==> src/rtl/shl_arbiter.sv <==
// shl_arbiter: round-robin share of one registered left shifter between two
// valid/ready requesters; one operation in flight, IDLE -> SHIFT -> RESP.
module shl_arbiter #(
    parameter int DATAWIDTH = 32,
    parameter int CNTWIDTH  = 16
) (
    input  logic                 clk,
    input  logic                 rst,
    input  logic                 req0_valid,
    output logic                 req0_ready,
    input  logic [DATAWIDTH-1:0] req0_a,
    input  logic [DATAWIDTH-1:0] req0_sh,
    input  logic                 req1_valid,
    output logic                 req1_ready,
    input  logic [DATAWIDTH-1:0] req1_a,
    input  logic [DATAWIDTH-1:0] req1_sh,
    output logic                 rsp0_valid,
    input  logic                 rsp0_ready,
    output logic [DATAWIDTH-1:0] rsp0_d,
    output logic                 rsp1_valid,
    input  logic                 rsp1_ready,
    output logic [DATAWIDTH-1:0] rsp1_d,
    output logic                 busy,
    output logic [CNTWIDTH-1:0]  op_count
);
    localparam logic [1:0] IDLE  = 2'd0;
    localparam logic [1:0] SHIFT = 2'd1;
    localparam logic [1:0] RESP  = 2'd2;

    logic [1:0]           state;
    logic                 ptr;
    logic                 owner;
    logic [DATAWIDTH-1:0] op_a;
    logic [DATAWIDTH-1:0] op_sh;
    logic [DATAWIDTH-1:0] result;
    logic                 grant0;
    logic                 grant1;
    logic                 accept;
    logic                 done;

    // Outputs are forced low while rst is held so nothing escapes mid-reset.
    always_comb begin
        grant0     = req0_valid & (~req1_valid | ~ptr);
        grant1     = req1_valid & (~req0_valid | ptr);
        req0_ready = ~rst & (state == IDLE) & grant0;
        req1_ready = ~rst & (state == IDLE) & grant1;
        accept     = req0_ready | req1_ready;
        rsp0_valid = ~rst & (state == RESP) & ~owner;
        rsp1_valid = ~rst & (state == RESP) & owner;
        rsp0_d     = rsp0_valid ? result : '0;
        rsp1_d     = rsp1_valid ? result : '0;
        done       = (rsp0_valid & rsp0_ready) | (rsp1_valid & rsp1_ready);
        busy       = ~rst & (state != IDLE);
    end

    always_ff @(posedge clk) begin
        if (rst) begin
            state    <= IDLE;
            ptr      <= 1'b0;
            owner    <= 1'b0;
            op_a     <= '0;
            op_sh    <= '0;
            result   <= '0;
            op_count <= '0;
        end else if (state == IDLE && accept) begin
            op_a  <= grant1 ? req1_a : req0_a;
            op_sh <= grant1 ? req1_sh : req0_sh;
            owner <= grant1;
            ptr   <= ~grant1;
            state <= SHIFT;
        end else if (state == SHIFT) begin
            // Full-width compare: any shift >= DATAWIDTH clears the result.
            result <= (op_sh >= DATAWIDTH'(DATAWIDTH)) ? '0 : op_a << op_sh;
            state  <= RESP;
        end else if (done) begin
            op_count <= op_count + CNTWIDTH'(1);
            state    <= IDLE;
        end
    end
endmodule

==> config.mk <==
export PLATFORM = sky130hd
export DESIGN_NAME = shl_arbiter
export DESIGN_NICKNAME = d
export VERILOG_FILES = /design/src/rtl/shl_arbiter.sv
export SDC_FILE = /design/constraint.sdc
export NUM_CORES = 1
export LEC_CHECK = 0
export ABC_AREA = 1
export CORE_ASPECT_RATIO = 0.7
export CORE_UTILIZATION = 45
export CTS_CLUSTER_DIAMETER = 30
export DETAILED_ROUTE_END_ITERATION = 8
export GPL_TIMING_DRIVEN = 0
export PLACE_DENSITY = 0.81
export SLEW_MARGIN = 20
export SYNTH_ARGS = -nofsm -noshare
export SYNTH_HDL_FRONTEND = slang
export SYNTH_SLANG_ARGS = --single-unit
export TNS_END_PERCENT = 50
==> constraint.sdc <==
create_clock -name clk -period 5.34 [get_ports clk]
set_clock_uncertainty 0.1 [all_clocks]
set_input_delay 1.602 -clock clk [delete_from_list [all_inputs] [get_ports clk]]
set_output_delay 1.602 -clock clk [all_outputs]
set_load 0.005 [all_outputs]
==> results.py, run 1 <==
metrics = {
    "status": {
        "outcome": "finished, final reports clean",
    },
    "floorplanning": {
        "coreArea_sq_mm": 0.0148,
        "io_pins": 219,
        "dieArea_sq_mm": 0.0157,
        "die_w_um": 149,
        "start_util": 0.462,
        "die_y_um": 105,
        "rows": 37,
    },
    "clock_tree": {
        "cts_tree": "yes",
        "postCtsSetupBuffers": 0,
        "clk_latency_ns": 0.43,
        "clk_path_buf_depth": 2,
        "root_buffer": "clkbuf_16",
        "cts_buffers": 17,
        "htreeDepth": 4,
        "clkSinkCount": 116,
        "hold_buffers": 0,
        "clk_pin_slew_worst_paths_ns": 0.06,
    },
    "global_route": {
        "grt_pass1_wl_mm": 40.7,
        "grt_max_degree": 20,
        "grt.total_usage": 0.334,
        "grt_overflow_total": 0,
        "grt_pass1_vias": 8054,
        "antenna_found_initial": 0,
    },
    "synth": {
        "synthTopCellsByArea": "dfxtp_1, nand3_1, nand2_1",
        "yosysWarnings": 0,
        "synth_common_cells": "nand2_1, nand3_1, dfxtp_1",
        "synth_seq_cells": 116,
        "synth.avg_cell_area_sq_um": 6.21,
        "synth_area_leader_cell": "dfxtp_1",
        "synth_most_common_cell": "nand2_1",
        "syn-instance-count": 1099,
        "yosysSeqAreaShare": 0.340,
        "synth.distinct_cells": 38,
        "synth-main-ff-cell": "dfxtp_1",
        "synth_top_area_share": 0.340,
        "synth_edf_count": 0,
        "synth_fp_nets": 1234,
        "async_reset_ff_frac": 0,
        "synth_area_sq_mm": 0.00682,
    },
    "cells_and_area": {
        "drive_gt1_frac": 0.0638,
        "ff_latch_area_sq_mm": 0.00232,
        "antenna_cells": 0,
        "synthToLayoutAreaGrowth_pct": 44.9,
        "n_fill_cell": 1356,
        "finalNetCount": 1469,
        "multiInputGateArea_sq_mm": 0.00388,
        "final_core_util": 0.669,
    },
    "setup_path": {
        "crit_path_cell_trace": "clkdlybuf4s50_1, inv_2, nand3_2, nor2_4, inv_1, buf_2, nor2_1, clkdlybuf4s50_1",
        "path_buf_inv": 5,
        "slowest_delay_ns": 0.53,
        "crit_path_start_kind": "primary input",
        "crit_required_ns": 3.64,
        "path_delay_family": "buffers and inverters",
        "end_kind": "primary output",
        "criticalPathCategory": "primary input to primary output",
        "path_max_fanout": 10,
        "crit_arrival_ns": 3.54,
        "slowest_stage": "clkdlybuf4s50_1",
        "critical_path.most_common_cell": "clkdlybuf4s50_1",
    },
    "timing": {
        "post-route-period-util": 0.982,
        "max_freq_ghz": 0.191,
        "tightest_slew_ns": 0.891,
        "fin_tns_setup_ns": 0,
        "setup_viol": 0,
        "hold_viol": 0,
        "relSlewSlack": 0.401,
        "rsz0062_at_grt": "yes",
        "holdWs_ns": 0.366,
        "slew_viol_final": 0,
        "period_needed_ns": 5.25,
    },
    "detailed_routing": {
        "route.met3.wl_mm": 3.05,
        "vias_per_cell": 5.53,
        "drc_errors": 0,
        "wl_mm": 25.5,
        "wl_met2_mm": 10.4,
        "top_layer": "met4",
        "via_count": 8524,
        "drtIter0Drc": 872,
        "ant_nets": 0,
        "firstDrtPassIters": 6,
        "wire_per_inst_um": 16.5,
        "wl_met1_mm": 11.6,
    },
    "power": {
        "p_leak_nw": 3.66,
        "finalPower_w": 0.00269,
        "powerDensity_mw_per_mm2": 273,
        "ir_drop_mv": 0.210,
    },
    "run": {
        "cap_violations": 0,
    },
    "place": {
        "post-dp-hpwl_mm": 20.0,
        "io_buffers": 218,
        "gp_congestion": 0.970,
    },
    "min_path": {
        "hold_path.class": "flop to flop",
    },
}
## layer usage
layer	vias to the layer above	global-route usage
met2	474	0.483
met3	42	0.0961
met1	3867	0.473
met5	-	0
met4	0	0.101
li1	4141	-
## flip-flops by register name (all words and copies together), names as in the netlist
signal / flops
ptr: 1
op_a: 32
state: 2
result: 32
owner: 1
op_sh: 32
op_count: 16
## kinds of logic after synthesis
family | after synthesis | share of synthesized area
buffers and inverters | 158 | 0.0934
adders and majority gates | 1 | 0.00183
AOI/OAI and AO/OA | 144 | 0.123
DFF | 116 | 0.340
xor gates and xnor gates | 2 | 0.00257
and+or+nand+nor | 678 | 0.438
## cell usage in the layout, fill, tap and decap left out, types with 18 or more instances in the layout
master and n:
a21oi_1 50, a31oi_1 49, clkbuf_1 33, clkdlybuf4s50_1 218, dfxtp_1 116, inv_1 78, nand2_1 290, nand3_1 240
nor2_1 107, o21ai_0 18
## power breakdown
part           switching [W]  total (W)  internal (W)
combinational       0.000335   0.000556      0.000220
clock               0.000470    0.00118      0.000712
sequential         0.0000430   0.000955      0.000912
## worst reg2reg max path: stages (launching register included)
cell and delay, ns:
dfxtp_1 0.40, inv_2 0.07, nor2_2 0.36, inv_2 0.22, nor2_1 0.19, nand3_1 0.10, nor4_2 0.68, nand3_1 0.21
nand3_1 0.12, nand2_1 0.05, inv_1 0.06
## cell type report
type / instances / share of cell area
Inverter: 83 / 0.0315
Clock inverter: 14 / 0.0168
Multi-Input combinational cell: 825 / 0.392
Sequential cell: 116 / 0.235
Buffer: 73 / 0.0344
Clock buffer: 18 / 0.0444
Timing Repair Buffer: 218 / 0.221
Tap cell: 195 / 0.0247
## path summary, 6_finish.rpt
path / from / end / slack [ns] / depth (start not counted)
worst min register to register: result[0] / result[0] / 0.37 / 2
worst min-delay path: result[0] / result[0] / 0.37 / 2
worst max-delay path: rst / rsp0_d[14] / 0.09 / 8
worst max register to register: state[0] / result[24] / 2.72 / 10
## timing repair
item	in CTS	in global routing
gates cloned	0	0
resized for setup	6	16
setup endpoints to repair	6	63
## per-stage QoR
stage | std cells | cell area, sq um | setup slack, ns
5_1_grt | 1542 | 9880 | -0.0104
3_3_place_gp | 1512 | 9250 | -0.707
2_1_floorplan | 1099 | 6820 | 1.06
6_report | 1542 | 9880 | 0.0950
4_1_cts | 1542 | 9860 | 0.00251
3_5_place_dp | 1512 | 9250 | -0.689
No activity file was read; power rests on OpenSTA's default activity.
==> run 2: changes to the inputs <==
- CORE_MARGIN: unset -> 2
- GPL_TIMING_DRIVEN: 0 -> unset
==> results.py, run 2 (synthesized netlist as in run 1, its figures left out) <==
metrics = {
    "global_route": {
        "grt_max_degree": 99,
        "grt_overflow_total": 0,
        "grt_pass1_vias": 7249,
        "grt.total_usage": 0.272,
        "antenna_found_initial": 0,
        "grt_pass1_wl_mm": 35.2,
    },
    "cells_and_area": {
        "final_cell_mix": "nand2_1, nand3_1, clkdlybuf4s50_1",
        "final_area_sq_mm": 0.00968,
        "finalNetCount": 1406,
        "layout_commonest_cell": "nand2_1",
        "reg_top3": "op_a: 32 flops, op_sh: 32 flops, result: 32 flops",
        "multiInputGateArea_sq_mm": 0.00387,
        "ff_latch_area_sq_mm": 0.00232,
        "drive_gt1_frac": 0.0545,
        "antenna_cells": 0,
        "n_fill_cell": 1277,
        "synthToLayoutAreaGrowth_pct": 41.9,
    },
    "setup_path": {
        "crit_arrival_ns": 3.32,
        "crit_required_ns": 3.64,
        "crit_path_cell_trace": "buf_4, inv_2, nand3_2, nor2_2, inv_1, nor2_1, clkdlybuf4s50_1",
        "path_buf_inv": 4,
        "slowest_delay_ns": 0.56,
        "worstReg2RegEnd": "result[30]",
        "end_kind": "primary output",
        "crit_start": "rst",
        "slowest_stage": "clkdlybuf4s50_1",
        "path_delay_family": "buffers and inverters",
        "rr_worst_depth": 11,
        "reg2reg_from": "op_sh[31]",
        "crit_path_start_kind": "primary input",
        "criticalPathCategory": "primary input to primary output",
        "reg2reg_slack_ns": 2.09,
        "path_max_fanout": 32,
    },
    "power": {
        "ir_drop_mv": 0.193,
        "seq_power_share": 0.345,
        "power.share.switching": 0.277,
        "powerDensity_mw_per_mm2": 285,
        "share_comb_of_total_power": 0.180,
        "p_leak_nw": 3.57,
        "p_switching_w": 0.000767,
        "pwr-share-clk": 0.476,
        "p_int_w": 0.00200,
    },
    "timing": {
        "fin_tns_setup_ns": 0,
        "fin_ws_ns": 0.320,
        "rsz0062_at_grt": "no",
        "holdWs_ns": 0.362,
        "slew_viol_final": 0,
        "period_needed_ns": 5.02,
        "post-route-period-util": 0.940,
        "tightest_slew_ns": 1.08,
        "hold_viol": 0,
        "max_freq_ghz": 0.199,
        "setup_viol": 0,
        "relSlewSlack": 0.278,
    },
    "run": {
        "cap_violations": 0,
    },
    "clock_tree": {
        "cts_resized": 0,
        "clk_path_buf_depth": 2,
        "clk_latency_ns": 0.42,
        "postCtsSetupBuffers": 0,
        "clk_pin_slew_worst_paths_ns": 0.05,
        "cts_tree": "yes",
        "clkSinkCount": 116,
        "hold_buffers": 0,
        "htreeDepth": 4,
        "cts_buffers": 17,
        "root_buffer": "clkbuf_16",
    },
    "place": {
        "io_buffers": 218,
        "post-place-ws_ns": 0.396,
        "placed_area_sq_mm": 0.00900,
        "post-dp-hpwl_mm": 15.5,
        "gp_congestion": 0.924,
    },
    "detailed_routing": {
        "firstDrtPassIters": 8,
        "drtIter0Drc": 691,
        "ant_nets": 0,
        "wl_mm": 21.9,
        "drc_errors": 0,
        "wire_per_inst_um": 14.8,
        "via_count": 8051,
        "vias_per_cell": 5.44,
    },
    "min_path": {
        "hold_depth": 2,
        "hold_path.class": "flop to flop",
        "hold-path-endpoint": "result[15]",
        "hp-start": "result[15]",
    },
    "floorplanning": {
        "io_pins": 219,
        "start_util": 0.462,
        "die_y_um": 107,
        "dieArea_sq_mm": 0.0162,
        "coreArea_sq_mm": 0.0148,
        "rows": 37,
        "die_w_um": 151,
    },
    "status": {
        "outcome": "finished, final reports clean",
    },
}
[run 2: cell count changes in the layout (fill, tap and decap cells not counted), sizes merged]
cell / change
clkbuf: -39
buf: -23
bufinv: +4
inv: -3
clkdlybuf4s50: -1
clkinv: -1
[run 2: stage by stage]
stage,total power [W],util,cells
2_1_floorplan,0.00127,-,1099
3_3_place_gp,0.00145,0.610,1447
3_5_place_dp,0.00146,0.610,1447
4_1_cts,0.00277,0.656,1479
5_1_grt,0.00287,0.656,1479
6_report,0.00276,0.656,1479
[run 2: tightest hold or removal path, cell delays in order (launching register included)]
cell and delay, ns:
dfxtp_1 0.30, nand2_1 0.06, a21oi_1 0.05
[run 2: per-layer routing]
layer  track usage  part of all wire  vias to the layer above
met5             0                 0                        -
met4        0.0888             0.018                        0
met3        0.0464             0.077                       37
met2         0.423              0.44                      337
met1         0.383              0.47                     3670
li1              -                 -                     4007
[run 2: worst max-delay path by stage]
stage,endpoint,slack (ns),cells past startpoint
finish,rsp0_d[20],0.32,7
global route,rsp0_d[20],0.20,7
CTS,rsp1_d[3],0.36,7
detailed placement,rsp0_d[20],0.40,7
global placement,rsp1_d[16],0.49,7
floorplan,req0_ready,1.06,6
[run 2: cell type report]
| type | instances | share of cell area |
|---|---|---|
| Clock buffer | 18 | 0.0443 |
| Tap cell | 195 | 0.0252 |
| Sequential cell | 116 | 0.240 |
| Multi-Input combinational cell | 825 | 0.400 |
| Inverter | 83 | 0.0322 |
| Timing Repair Buffer | 228 | 0.233 |
| Clock inverter | 14 | 0.0257 |
[run 2: power groups by stage]
stage / registers [W] / clock network, W / logic (W)
2_1_floorplan: 0.000955 / 0 / 0.000318
3_3_place_gp: 0.000968 / 0 / 0.000484
3_5_place_dp: 0.000969 / 0 / 0.000488
4_1_cts: 0.000952 / 0.00133 / 0.000492
5_1_grt: 0.000957 / 0.00137 / 0.000549
6_report: 0.000953 / 0.00131 / 0.000496
==> run 3: changes to the inputs <==
- CORE_UTILIZATION: 45 -> 51
- CTS_CLUSTER_DIAMETER: 30 -> unset
- PLACE_DENSITY: 0.81 -> 0.94
==> results.py, run 3 (synthesized netlist as in run 1, its figures left out) <==
metrics = {
    "timing": {
        "rsz0062_at_grt": "no",
        "fin_tns_setup_ns": 0,
        "tightest_slew_ns": 1.07,
        "slew_viol_final": 0,
        "relSlewSlack": 0.289,
        "setup_viol": 0,
        "fin_ws_ns": 0.359,
        "max_freq_ghz": 0.201,
        "post-route-period-util": 0.933,
        "period_needed_ns": 4.98,
        "hold_viol": 0,
    },
    "setup_path": {
        "crit_arrival_ns": 3.28,
        "crit_path_start_kind": "primary input",
        "crit_path_cell_trace": "buf_4, inv_2, nand3_2, nor2_2, inv_1, nor2_1, clkdlybuf4s50_1",
        "slowest_stage": "clkdlybuf4s50_1",
        "path_buf_inv": 4,
        "path_max_fanout": 32,
        "slowest_delay_ns": 0.57,
        "crit_required_ns": 3.64,
        "criticalPathCategory": "primary input to primary output",
        "path_delay_family": "buffers and inverters",
        "end_kind": "primary output",
    },
    "clock_tree": {
        "cts_resized": 0,
        "root_buffer": "clkbuf_16",
        "clkSinkCount": 116,
        "htreeDepth": 4,
        "hold_buffers": 0,
        "clk_latency_ns": 0.42,
        "cts_tree": "yes",
        "postCtsSetupBuffers": 0,
        "clk_path_buf_depth": 2,
        "clk_pin_slew_worst_paths_ns": 0.05,
        "cts_buffers": 17,
    },
    "power": {
        "power.share.switching": 0.298,
        "pwr-share-clk": 0.436,
        "powerDensity_mw_per_mm2": 270,
        "p_switching_w": 0.000767,
        "p_leak_nw": 3.51,
        "seq_power_share": 0.370,
        "p_int_w": 0.00180,
        "finalPower_w": 0.00257,
        "ir_drop_mv": 0.206,
        "share_comb_of_total_power": 0.194,
    },
    "cells_and_area": {
        "drive_gt1_frac": 0.0538,
        "antenna_cells": 0,
        "synthToLayoutAreaGrowth_pct": 39.9,
        "final_area_sq_mm": 0.00954,
        "final_cell_mix": "nand2_1, nand3_1, clkdlybuf4s50_1",
        "reg_top3": "op_a: 32 flops, op_sh: 32 flops, result: 32 flops",
        "layout_commonest_cell": "nand2_1",
        "n_fill_cell": 1066,
        "final_cells": 1449,
        "finalNetCount": 1405,
    },
    "global_route": {
        "antenna_found_initial": 0,
        "grt_max_degree": 99,
        "grt_pass1_vias": 7497,
        "grt_overflow_total": 0,
        "grt_pass1_wl_mm": 35.9,
        "grt.total_usage": 0.313,
    },
    "min_path": {
        "hold_path.class": "flop to flop",
    },
    "place": {
        "io_buffers": 218,
        "post-place-ws_ns": 0.369,
        "gp_congestion": 0.957,
        "dpl.cell_count": 1417,
        "placed_area_sq_mm": 0.00896,
        "post-dp-hpwl_mm": 15.8,
    },
    "floorplanning": {
        "rows": 35,
        "coreArea_sq_mm": 0.0131,
        "io_pins": 219,
        "dieArea_sq_mm": 0.0143,
        "die_y_um": 101,
        "start_util": 0.521,
        "die_w_um": 142,
    },
    "run": {
        "cap_violations": 0,
    },
    "status": {
        "outcome": "finished, final reports clean",
    },
    "detailed_routing": {
        "via_count": 8093,
        "vias_per_cell": 5.59,
        "drtIter0Drc": 724,
        "drc_errors": 0,
        "wl_mm": 21.9,
        "ant_nets": 0,
        "firstDrtPassIters": 8,
        "wire_per_inst_um": 15.1,
    },
}
## run 3: changes by cell type in the layout (fill, tap and decap cells not counted), sizes merged
| cell | change |
|---|---|
| bufinv | -4 |
| clkinv | +2 |
| clkinvlp | +2 |
| buf | -1 |
## run 3: worst paths after layout
check        startpoint    endpoint  slack (ns)  cells after the start
min reg2reg  result[10]  result[10]        0.36                      2
max                 rst  rsp1_d[21]        0.36                      7
min          result[10]  result[10]        0.36                      2
max reg2reg   op_sh[31]  result[25]        2.09                     11
## run 3: worst reg2reg max path: stages, from the launching register on
cell and delay (ns):
dfxtp_1 0.32, nor2_1 0.30, nand2_1 0.09, nor2_1 0.13
nand2_2 0.12, nor2_8 0.59, nand2_1 0.20, nor2_2 0.85
nand3_1 0.25, nand3_1 0.13, nand2_1 0.06, inv_1 0.05
## run 3: area by class of cell
cell class	instances	area, sq um	area share
sequential	116	2320	0.243
clock inverter	14	154	0.0161
timing repair buffer	227	2250	0.236
multi-input combinational	825	3870	0.406
clock buffer	18	429	0.0450
tap	166	208	0.0218
inverter	83	312	0.0327
## run 3: metal layers
layer | part of all wire | GRT usage | wire length, um | vias to the layer above
met5 | 0 | 0 | 0 | -
met4 | 0.021 | 0.101 | 459 | 0
met3 | 0.082 | 0.0784 | 1790 | 51
met2 | 0.46 | 0.518 | 9980 | 389
met1 | 0.44 | 0.402 | 9680 | 3645
li1 | - | - | - | 4008
## run 3: stage by stage
stage           util  hold slack [ns]
2_1_floorplan      -            0.344
3_3_place_gp   0.684            0.353
3_5_place_dp   0.684            0.356
4_1_cts        0.729            0.365
5_1_grt        0.729            0.388
6_report       0.729            0.364
## run 3: power groups by stage
stage | Clock [W] | Combinational, W | Sequential [W]
5_1_grt | 0.00117 | 0.000549 | 0.000956
3_3_place_gp | 0 | 0.000481 | 0.000967
6_report | 0.00112 | 0.000499 | 0.000952
4_1_cts | 0.00113 | 0.000491 | 0.000950
3_5_place_dp | 0 | 0.000487 | 0.000968
2_1_floorplan | 0 | 0.000318 | 0.000955
==> edit 1 (settings of run 2) <==
Register the output `op_count` once more; this adds one clock of latency there. The other outputs are not delayed to match.
--- a/src/rtl/shl_arbiter.sv
+++ b/src/rtl/shl_arbiter.sv
@@ -26,6 +26,8 @@
     localparam logic [1:0] IDLE  = 2'd0;
     localparam logic [1:0] SHIFT = 2'd1;
     localparam logic [1:0] RESP  = 2'd2;
+
+    logic [CNTWIDTH-1:0] op_count_s0;
 
     logic [1:0]           state;
     logic                 ptr;
@@ -61,7 +63,7 @@
             op_a     <= '0;
             op_sh    <= '0;
             result   <= '0;
-            op_count <= '0;
+            op_count_s0 <= '0;
         end else if (state == IDLE && accept) begin
             op_a  <= grant1 ? req1_a : req0_a;
             op_sh <= grant1 ? req1_sh : req0_sh;
@@ -73,9 +75,13 @@
             result <= (op_sh >= DATAWIDTH'(DATAWIDTH)) ? '0 : op_a << op_sh;
             state  <= RESP;
         end else if (done) begin
-            op_count <= op_count + CNTWIDTH'(1);
+            op_count_s0 <= op_count_s0 + CNTWIDTH'(1);
             state    <= IDLE;
         end
     end
+    always_ff @(posedge clk) begin
+        op_count <= op_count_s0;
+    end
+
 endmodule
 
Function: changed (a bounded check fails within 4 cycles, from zero or initial values and one cycle with rst high).
==> edit 1 against run 2 <==
Hold slack got worse by 0.086 ns; area after synthesis increased by 7.7%; worst setup slack gained 0.021 ns; sequential power rose by 13%; final area up 4.4%; synthesized cell count grew 4.3%; power increased by 1.6%; final cell count is 4.9% higher; largest power group unchanged; sequential cell count up 16; wire length grew 4.4%.
==> edit 1: results (changes against run 2) <==
count of non-CTS buffers in the layout - 230 (+0.88%)
Routed met2 length - 10560 um (+10%)
status - finished, final reports clean
largest net degree at the start of global routing - 90 (-9.1%)
Initial DRC Count - 819 (+19%)
GRT Util Overall - 26.20% (-0.99 points)
#MultiIn Comb - 858 (+4.0%)
mux cell area share after synthesis - 0.1363% (+0.14 points)
WP data arrival - 3.30 ns (-0.02 ns)
RD Place Congestion - 0.9411 (+1.8%)
fill count - 1530 (+20%)
M1 WL - 10420 um (+2.3%)
Worst Hold Launch - op_count_s0[9]$_SDFFE_PP0P_
met3 wire len - 1517 um (-10%)
multi-input combinational area share - 40.17% (+0.19 points)
via count - 8346 (+3.7%)
post-DR wirelength/cell - 14.72 um (-0.43%)
Signal inverters - 75 (-9.6%)
dpl cells - 1520 (+5.0%)
drt pass-1 iters - 6 (-2)
Final Power - 2.807 mW (+1.6%)
Final Non-Filler Cells - 1551 (+4.9%)
register bit total from synthesis - 132 (+14%)
post-synthesis sequential area ratio - 35.98% (+1.9 points)
pre-CTS WS - 0.3506 ns (-0.04501 ns)
nets - 1449 (+3.1%)
HPWL after DPL - 16300 um (+5.1%)
Clk pwr share - 40.8% (-6.8 points)
synthesized instance count - 1146 (+4.3%)
Logic pwr share - 20.9% (+2.9 points)
global-route wire length before repair - 37310 um (+6.1%)
R2R Path Start - op_sh[8]$_SDFFE_PP0P_
top cells by area in the synthesized netlist - dfxtp_1, nand2_1, nand3_1, a21oi_1, nor2_1
post-synthesis xor/xnor area fraction - 0% (-0.26 points)
Compound-Gate Fraction of Synth Area - 15.14% (+2.8 points)
synth cell count leaders - nand2_1, nand3_1, dfxtp_1
Post-Synth Adder-Cell Area - 0.1704% (-0.013 points)
vias in the first global route - 7634 (+5.3%)
Syn Nets - 1281 (+3.8%)
DP Area - 0.009534 mm2 (+5.9%)
share of cells above drive strength 1 - 6.184% (+0.73 points)
Area Overhead vs Synth - 37.58%
Int Pwr - 1.914 mW (-4.1%)
Max rail drop VDD - 204.2 uV (+5.9%)
edit 1: cell count changes in the layout (fill, tap and decap cells not counted), sizes merged, moves of 7 or more:
cell    change
dfxtp      +16
o211ai      +7
nand2      +46
a22oi      +15
a21oi      +26
o21ai      +10
a31oi      -14
nor2        -8
nand3      -45
edit 1: worst paths after layout:
path                                                 to  slack [ns]  cells past startpoint
worst max-delay path                          rsp0_d[0]        0.34                      7
worst min-delay path                op_count[9]$_DFF_P_        0.28                      0
worst max register to register  result[23]$_SDFFE_PP0P_        2.27                     13
worst min register to register      op_count[9]$_DFF_P_        0.28                      0
edit 1: per-layer routing:
metal | vias to the layer above | GRT usage [%]
met5 | - | 0
met3 | 32 | 4.965
met4 | 0 | 6.422
li1 | 4150 | -
met2 | 306 | 41.94
met1 | 3858 | 36.41
edit 1: cell families (layout without fill, tap and decap cells):
family,count (synthesis),count (layout)
buf+inv,156,336
compound gates,189,189
mux,1,1
fa+ha+maj,1,1
flops,132,132
simple gates,667,667
==> edit 2 (config.mk and constraints of run 2) <==
Made on the original files. Set the parameter `CNTWIDTH` to 18 (it was 16).
--- a/src/rtl/shl_arbiter.sv
+++ b/src/rtl/shl_arbiter.sv
@@ -2,7 +2,7 @@
 // valid/ready requesters; one operation in flight, IDLE -> SHIFT -> RESP.
 module shl_arbiter #(
     parameter int DATAWIDTH = 32,
-    parameter int CNTWIDTH  = 16
+    parameter int CNTWIDTH  = 18
 ) (
     input  logic                 clk,
     input  logic                 rst,
Ports: changed (resized op_count); port bits go from 219 to 221. No check against the original RTL was run, so the function may have changed too.
==> edit 2 against run 2 <==
Power decreased by 2.8%; worst setup slack got worse by 0.035 ns; sequential power increased by 2.1%; register-to-register slack got worse by 0.06 ns; fmax decreased by 0.70%; combinational power increased by 4.6%; sequential cell count increased by 2; area after synthesis increased by 3.2%; final area increased by 1.9%; wire length increased by 4.9%; global-route usage increased by 0.48 points; critical endpoint is now rsp0_d[13].
==> edit 2: results (changes against run 2) <==
vias in the first global route - 7600 (+4.8%)
via count - 8399 (+4.3%)
r2r worst-path depth - 10 (-1)
Post-Synth Adder-Cell Area - 0.1778% (-0.0056 points)
Resize count post-CTS - 0 (unchanged)
post-synthesis xor/xnor area fraction - 0% (-0.26 points)
Reg clk slew, reported paths - 0.05 ns (about the same)
Area Overhead vs Synth - 40.20%
mux cell area share after synthesis - 0% (unchanged)
largest family of logic cells by synthesized area - simple AND/OR/NAND/NOR gates
WHS Endpoint - result[9]$_SDFFE_PP0P_
Initial DRC Count - 740 (+7.1%)
Worst-Skew Late Latency - 0.42 ns (about the same)
top cells by area in the synthesized netlist - dfxtp_1, nand2_1, nand3_1, nor2_1, a21oi_1
fill count - 1418 (+11%)
RD Place Congestion - 0.9557 (+3.4%)
Worst Hold Launch - result[9]$_SDFFE_PP0P_
M1 WL - 9978 um (-2.0%)
slowest stage delay, CP - 0.55 ns
synth cell count leaders - nand2_1, nand3_1, nor2_1
Clk pwr share - 44.5% (-3.1 points)
Setup WS post-layout - 0.2849 ns (-0.03525 ns)
global-route wire length before repair - 37390 um (+6.4%)
Crit Path Max Fanout - 32 (unchanged)
HPWL after DPL - 16580 um (+6.9%)
Leak Pwr - 3.713 nW (+4.1%)
Worst R2R Setup Slack - 2.03 ns (-0.06 ns)
Clk. pwr - 1.19 mW (-9%)
Num CTS Buffers - 17 (unchanged)
port bufs - 220 (+0.92%)
R2R Path Start - state[0]$_SDFFE_PP0P_
crit path to - rsp0_d[13]
post-synthesis sequential area ratio - 33.56% (-0.48 points)
WHS - 0.3621 ns (+0.0004180 ns)
largest net degree at the start of global routing - 65 (-34%)
Int Pwr - 1.889 mW (-5.4%)
share of cells above drive strength 1 - 4.481% (-0.97 points)
met3 wire len - 2164 um (+28%)
status - finished, final reports clean
Critical R2R Capture - result[18]$_SDFFE_PP0P_
H-tree depth - 4 (unchanged)
Routed met2 length - 10400 um (+8.5%)
DR vias/cell - 5.457 (+0.26%)
WP data arrival - 3.35 ns (+0.03 ns)
Max rail drop VDD - 212.0 uV (+9.9%)
DP Area - 0.009253 mm2 (+2.8%)
drt pass-1 iters - 6 (-2)
relative slew slack - 28.16% (+0.41 points)
pre-CTS WS - 0.2689 ns (-0.1268 ns)
GRT Util Overall - 27.67% (+0.48 points)
Compound-Gate Fraction of Synth Area - 14.15% (+1.8 points)
Yosys cell types - 37 (-2.6%)
nets - 1461 (+3.9%)
WL final - 22940 um (+4.9%)
Syn Area/Cell - 6.094 um2 (-1.8%)
Syn Nets - 1290 (+4.5%)
class of the worst hold path - reg -> reg
Logic pwr share - 19.3% (+1.3 points)
edit 2: cell types whose count changed in the layout (fill, tap and decap cells not counted), sizes merged, moves of 2 or more:
| cell | change |
|---|---|
| clkdlybuf4s50 | +2 |
| a31oi | -18 |
| a21oi | +22 |
| a22oi | +20 |
| nand3 | -44 |
| inv | +6 |
| nand2 | +54 |
| nor3 | +2 |
| o21ai | -2 |
| bufinv | -3 |
| dfxtp | +2 |
| nor2 | +11 |
edit 2: layout make-up:
type | instances | share of cell area [%]
Clock inverter | 13 | 1.737
Inverter | 89 | 3.411
Tap cell | 200 | 2.536
Clock buffer | 19 | 4.489
Sequential cell | 118 | 23.94
Timing Repair Buffer | 231 | 23.13
Multi-Input combinational cell | 869 | 40.76
edit 2: layer usage:
metal | GRT usage, % | up-vias
met2 | 45.82 | 402
met1 | 36.93 | 3795
li1 | - | 4160
met5 | 0 | -
met4 | 7.471 | 0
met3 | 6.081 | 42
